File: config.mk
export PLATFORM = sky130hd
export DESIGN_NAME = timer_countdown_bcd
export DESIGN_NICKNAME = d
export VERILOG_FILES = /design/src/rtl/timer_countdown_bcd.sv
export SDC_FILE = /design/constraint.sdc
export NUM_CORES = 1
export LEC_CHECK = 0
export CORE_ASPECT_RATIO = 0.7
export CORE_MARGIN = 10
export CORE_UTILIZATION = 44
export CTS_CLUSTER_SIZE = 28
export DETAILED_ROUTE_END_ITERATION = 6
export PLACE_DENSITY = 0.86
export SLEW_MARGIN = 20
export SYNTH_ARGS = -nofsm -noshare
export SYNTH_HDL_FRONTEND = slang
export SYNTH_SLANG_ARGS = --single-unit
export TNS_END_PERCENT = 1
File: constraint.sdc
create_clock -name clk -period 2 [get_ports clk]
set_input_delay 0.4 -clock clk [delete_from_list [all_inputs] [get_ports clk]]
set_output_delay 0.4 -clock clk [all_outputs]
set_load 0.01 [all_outputs]
File: src/rtl/timer_countdown_bcd.sv
// Packed-BCD hh:mm:ss countdown timer with one-cycle done pulse and latched alarm.
// Shares the seconds tick (ena) and BCD output format with the 12-hour up-counting clock.
module timer_countdown_bcd #(
   parameter logic [7:0] HH_MAX = 8'h99
) (
   input  logic       clk,
   input  logic       reset,
   input  logic       ena,
   input  logic       load,
   input  logic [7:0] hh_in,
   input  logic [7:0] mm_in,
   input  logic [7:0] ss_in,
   input  logic       start,
   input  logic       stop,
   input  logic       ack,
   output logic [7:0] hh,
   output logic [7:0] mm,
   output logic [7:0] ss,
   output logic       running,
   output logic       done,
   output logic       alarm,
   output logic       load_err
);

   typedef enum logic [1:0] {
      ST_IDLE    = 2'd0,
      ST_RUN     = 2'd1,
      ST_PAUSE   = 2'd2,
      ST_EXPIRED = 2'd3
   } state_t;

   state_t     state_r, state_s;
   logic [7:0] hh_r, mm_r, ss_r;
   logic [7:0] hh_s, mm_s, ss_s;
   logic       running_r, done_r, alarm_r, load_err_r;
   logic       running_s, done_s, alarm_s, load_err_s;
   logic       load_valid_s, load_accept_s, tick_s, expire_s;
   logic       count_zero_s, count_one_s;

   function automatic logic bcd_ok(input logic [7:0] v);
      return (v[7:4] <= 4'd9) && (v[3:0] <= 4'd9);
   endfunction

   // Two-digit BCD decrement; 00 wraps to the supplied value and the caller handles the borrow.
   function automatic logic [7:0] bcd_dec(input logic [7:0] v, input logic [7:0] wrap);
      logic [7:0] r;
      if (v == 8'h00) begin
         r = wrap;
      end else if (v[3:0] == 4'd0) begin
         r = {v[7:4] - 4'd1, 4'd9};
      end else begin
         r = {v[7:4], v[3:0] - 4'd1};
      end
      return r;
   endfunction

   assign load_valid_s = bcd_ok(hh_in) && bcd_ok(mm_in) && bcd_ok(ss_in) &&
                         (mm_in <= 8'h59) && (ss_in <= 8'h59) && (hh_in <= HH_MAX);
   assign count_zero_s = ({hh_r, mm_r, ss_r} == 24'h000000);
   assign count_one_s  = ({hh_r, mm_r, ss_r} == 24'h000001);

   // Next-state, count and flag logic under the load > stop > start > tick priority.
   always_comb begin
      state_s       = state_r;
      hh_s          = hh_r;
      mm_s          = mm_r;
      ss_s          = ss_r;
      done_s        = 1'b0;
      load_err_s    = 1'b0;
      load_accept_s = 1'b0;
      tick_s        = 1'b0;
      expire_s      = 1'b0;

      if (load) begin
         if (state_r == ST_RUN) begin
            load_err_s = 1'b1;
            tick_s     = ena;
         end else if (load_valid_s) begin
            hh_s          = hh_in;
            mm_s          = mm_in;
            ss_s          = ss_in;
            state_s       = ST_IDLE;
            load_accept_s = 1'b1;
         end else begin
            load_err_s = 1'b1;
         end
      end else if (stop) begin
         if (state_r == ST_RUN) begin
            state_s = ST_PAUSE;
         end else begin
            state_s = state_r;
         end
      end else if (start) begin
         if (((state_r == ST_IDLE) || (state_r == ST_PAUSE)) && !count_zero_s) begin
            state_s = ST_RUN;
         end else if (state_r == ST_RUN) begin
            tick_s = ena;
         end else begin
            state_s = state_r;
         end
      end else if (state_r == ST_RUN) begin
         tick_s = ena;
      end else begin
         tick_s = 1'b0;
      end

      // Borrow ripples ss -> mm -> hh; reaching zero from 00:00:01 is the expiry event.
      if (tick_s) begin
         if (count_one_s) begin
            ss_s     = 8'h00;
            done_s   = 1'b1;
            expire_s = 1'b1;
            state_s  = ST_EXPIRED;
         end else begin
            ss_s = bcd_dec(ss_r, 8'h59);
            if (ss_r == 8'h00) begin
               mm_s = bcd_dec(mm_r, 8'h59);
               if (mm_r == 8'h00) begin
                  hh_s = bcd_dec(hh_r, 8'h99);
               end else begin
                  hh_s = hh_r;
               end
            end else begin
               mm_s = mm_r;
            end
         end
      end else begin
         expire_s = 1'b0;
      end

      if (expire_s) begin
         alarm_s = 1'b1;
      end else if (ack || load_accept_s) begin
         alarm_s = 1'b0;
      end else begin
         alarm_s = alarm_r;
      end

      running_s = (state_s == ST_RUN);
   end

   // State, count and output flag registers with synchronous reset.
   always_ff @(posedge clk) begin
      if (reset) begin
         state_r    <= ST_IDLE;
         hh_r       <= 8'h00;
         mm_r       <= 8'h00;
         ss_r       <= 8'h00;
         running_r  <= 1'b0;
         done_r     <= 1'b0;
         alarm_r    <= 1'b0;
         load_err_r <= 1'b0;
      end else begin
         state_r    <= state_s;
         hh_r       <= hh_s;
         mm_r       <= mm_s;
         ss_r       <= ss_s;
         running_r  <= running_s;
         done_r     <= done_s;
         alarm_r    <= alarm_s;
         load_err_r <= load_err_s;
      end
   end

   assign hh       = hh_r;
   assign mm       = mm_r;
   assign ss       = ss_r;
   assign running  = running_r;
   assign done     = done_r;
   assign alarm    = alarm_r;
   assign load_err = load_err_r;

endmodule

==> results.toml <==
[outcome]
outcome = "finished, violations left"
failed_checks = "setup timing"

[floorplanning]
dieArea_um2 = 8093
die_h_um = 78.33
io_pins = 59
core_area_um2 = 4730
row_count = 21
initial_core_util_pct = 45.21
floorplan.die.width_um = 103.3

[sta]
maxClockFrequency_mhz = 461.2
final.setup.worst_slack_ns = -0.1685
finalSetupViolations = 22
timing_worst_slew_pin_value_ns = 0.4401
unrepaired_setup_endpoints_after_global_routing = "yes"
finClkSkew_ns = 0.008136
share_of_the_clock_period_used_by_the_worst_path_after_layout_pct = 108.4
tns_ns = -2.216
timing_hold_violations_final = 0
whs_ns = 0.5089
min_period_ns = 2.168
maxSlewViolCount = 0
slew-limit-headroom_pct = 70.39

[detailed_routing]
detailedRoute.firstPassIterationCount = 5
drc_errors = 0
post_drt_via_cell_ratio = 6.124
via_count = 2909
detail_route.wirelength_um = 8922
dr.first_iter.drc_count = 239
routed_length_per_placed_instance_um = 18.78
antenna_nets_post_route = 0

[setup_path]
crit_slowest_cell = "sky130_fd_sc_hd__or3b_4"
worst-endpoint-arrival_ns = 2.35
critical_path_required_ns = 2.18
largest_fanout_of_any_net_on_the_critical_path = 11
end_kind = "flop"
worstPathCellList = "inv_2 > ha_4 > or3b_4 > nor4_4 > buf_4 > a21o_4 > a221oi_2 > a311oi_1"
cp-start-kind = "flop"
worst_path_largest_cell_delay_ns = 0.40
path_type_of_the_worst_setup_path = "flop to flop"

[grt]
global_route_wire_length_before_repair_um = 14210
globalRouteOverflowTotal = 0
grt_max_degree = 21
grt.total_usage_pct = 21.54
grt_pass1_vias = 2947
grt_antenna_before_repair = 0

[synth]
syn-cell-area_um2 = 2138
top_ff_cell_synth = "sky130_fd_sc_hd__dfxtp_1"
number_of_nets_in_the_synthesized_netlist = 304
post_synth_main_area_contributors = "sky130_fd_sc_hd__dfxtp_1 28%, sky130_fd_sc_hd__ha_1 5.9%, sky130_fd_sc_hd__a211oi_1 4.2%, sky130_fd_sc_hd__nand2_1 3.3%, sky130_fd_sc_hd__a21oi_1 3.3%"
synth.yosys.warnings = 0
synth_area_leader_cell = "sky130_fd_sc_hd__dfxtp_1"
asyncSetResetFlopFracSynth_pct = 0
post_synth_inst_count = 263
synth_sequential_area_ratio_pct = 28.09
synth.ff_latch_count = 30
synth_cell_types = 57
avg_inst_size_synth_um2 = 8.130
number_of_enable_type_register_cells_in_the_synthesized_netlist = 0
netlist.area_leader.share_pct = 28.09

[cells_and_area]
final_util_pct = 79.02
share_of_layout_cells_above_drive_strength_1_pct = 36.60
fin_area_um2 = 3737
antenna_cells_inserted = 0
finish.cell_count_without_fillers = 475
finalNetCount = 458
syn_to_final_growth_pct = 74.78
fillers = 285

[min_path]
timing.hold.worst.class = "flop to flop"

[place]
dp.final_hpwl_um = 6267
finalWeightedCongestion = 0.9188
placedCellCount = 458
portBuffers = 58
placedInstanceArea_um2 = 3438
pre_cts_slack_ns = -0.3201

[cts]
cts-root-to-sink-buffers = 2
clkLatencyLatePin_ns = 0.29
clkTransAtPathRegs_ns = 0.07
ctsHtreeMaxLevel = 2
cts_root_buf = "sky130_fd_sc_hd__clkbuf_8"
cts_sinks = 30
cts_buffer_count = 5
ctsHoldBuffers = 0
tritoncts = "yes"

[power]
leakage_nw = 1.484
ir_drop_mv = 0.3610
pwr_density_cell_nw_per_um2 = 475.7
power.total_mw = 1.778

[run]
drv_cap = 0
-- power breakdown --
group / leakage (nW) / switching (mW) / internal, mW
Clock: 0.0482 / 0.244 / 0.277
Combinational: 1.19 / 0.307 / 0.314
Sequential: 0.246 / 0.0169 / 0.619
Total: 1.48 / 0.568 / 1.21
-- synth_stat cells, types with 3 or more instances --
cell type                  instances
sky130_fd_sc_hd__nand2_1          19
sky130_fd_sc_hd__ha_1             10
sky130_fd_sc_hd__nand4_1           4
sky130_fd_sc_hd__o21bai_1          4
sky130_fd_sc_hd__inv_1            17
sky130_fd_sc_hd__o22ai_1           5
sky130_fd_sc_hd__o31ai_1           6
sky130_fd_sc_hd__xor2_1            3
sky130_fd_sc_hd__nor3b_1           3
sky130_fd_sc_hd__or3b_2            5
sky130_fd_sc_hd__dfxtp_1          30
sky130_fd_sc_hd__a311oi_1          6
sky130_fd_sc_hd__nor4_1            7
sky130_fd_sc_hd__a21oi_1          14
sky130_fd_sc_hd__o21ai_0          14
sky130_fd_sc_hd__nor3_1           13
sky130_fd_sc_hd__a211oi_1         12
sky130_fd_sc_hd__a221oi_1          4
sky130_fd_sc_hd__nand2b_1          6
sky130_fd_sc_hd__and4_1            3
sky130_fd_sc_hd__nor3b_2           4
sky130_fd_sc_hd__nor2_1           17
sky130_fd_sc_hd__o311ai_0          3
sky130_fd_sc_hd__clkbuf_1          5
sky130_fd_sc_hd__nand3_1           6
sky130_fd_sc_hd__buf_6             3
-- flip-flops by register name (all words and copies together) (netlist names) --
signal    cells
hh            8
ss            8
done          1
mm            8
running       1
load_err      1
state_r       2
alarm         1
-- what timing repair did --
item | 4_1_cts | 5_1_grt
pin swaps | 16 | 5
setup endpoints to repair | 22 | 28
resized for setup | 19 | 15
buffers inserted | 10 | 0
-- routing by layer --
| layer | vias up | GRT usage (%) | wire [um] |
|---|---|---|---|
| li1 | 1324 | - | - |
| met1 | 1350 | 26.15 | 3670 |
| met2 | 195 | 35.00 | 4117 |
| met3 | 40 | 5.949 | 858 |
| met4 | 0 | 8.864 | 275 |
| met5 | - | 0 | 0 |
-- placed cells by master (no fill, tap or decap), types with 10 or more instances in the layout --
cell                              netlist  final
sky130_fd_sc_hd__o21ai_0               14     12
sky130_fd_sc_hd__clkdlybuf4s50_1        0     58
sky130_fd_sc_hd__dfxtp_1               30     24
sky130_fd_sc_hd__inv_1                 17     10
sky130_fd_sc_hd__nor3_1                13     11
sky130_fd_sc_hd__a211oi_1              12     10
sky130_fd_sc_hd__buf_4                  0     97
sky130_fd_sc_hd__a21oi_1               14     14
sky130_fd_sc_hd__nand2_1               19     19
sky130_fd_sc_hd__nor2_1                17     15
-- cell type report --
type                       count  area (um^2)  area share [%]
tap                           57        71.32           1.908
sequential                    30        608.1           16.27
timing repair buffer         156         1320           35.32
clock buffer                   7        86.33           2.310
clock inverter                 1        5.005          0.1339
inverter                      17        63.81           1.707
multi-input combinational    207         1583           42.35
-- logic make-up after synthesis --
family | Yosys count | synth area share, %
buf+inv | 26 | 5.676
fa+ha+maj | 10 | 5.851
xor+xnor | 4 | 1.639
compound gates | 93 | 31.01
simple gates | 100 | 27.74
flops | 30 | 28.09
-- worst max-delay path, delay by kind of cell, from the launching register on --
kind                     cells  cell delay, ns
adder cells (fa/ha/maj)      1            0.14
buffers and inverters        2            0.29
AND/OR/NAND/NOR              2            0.79
flip-flops                   1            0.32
AO/OA/AOI/OAI                3            0.51
-- worst paths after layout --
kind / start / endpoint / slack, ns / cells after the start
hold reg to reg: alarm$_SDFFE_PP0P_ / alarm$_SDFFE_PP0P_ / 0.51 / 2
hold / removal: alarm$_SDFFE_PP0P_ / alarm$_SDFFE_PP0P_ / 0.51 / 2
setup reg to reg: hh[1]$_SDFFE_PP0P_ / mm[4]$_SDFFE_PP0P_ / -0.17 / 8
setup / recovery: hh[1]$_SDFFE_PP0P_ / mm[4]$_SDFFE_PP0P_ / -0.17 / 8
No activity file was read; power rests on OpenSTA's default activity.
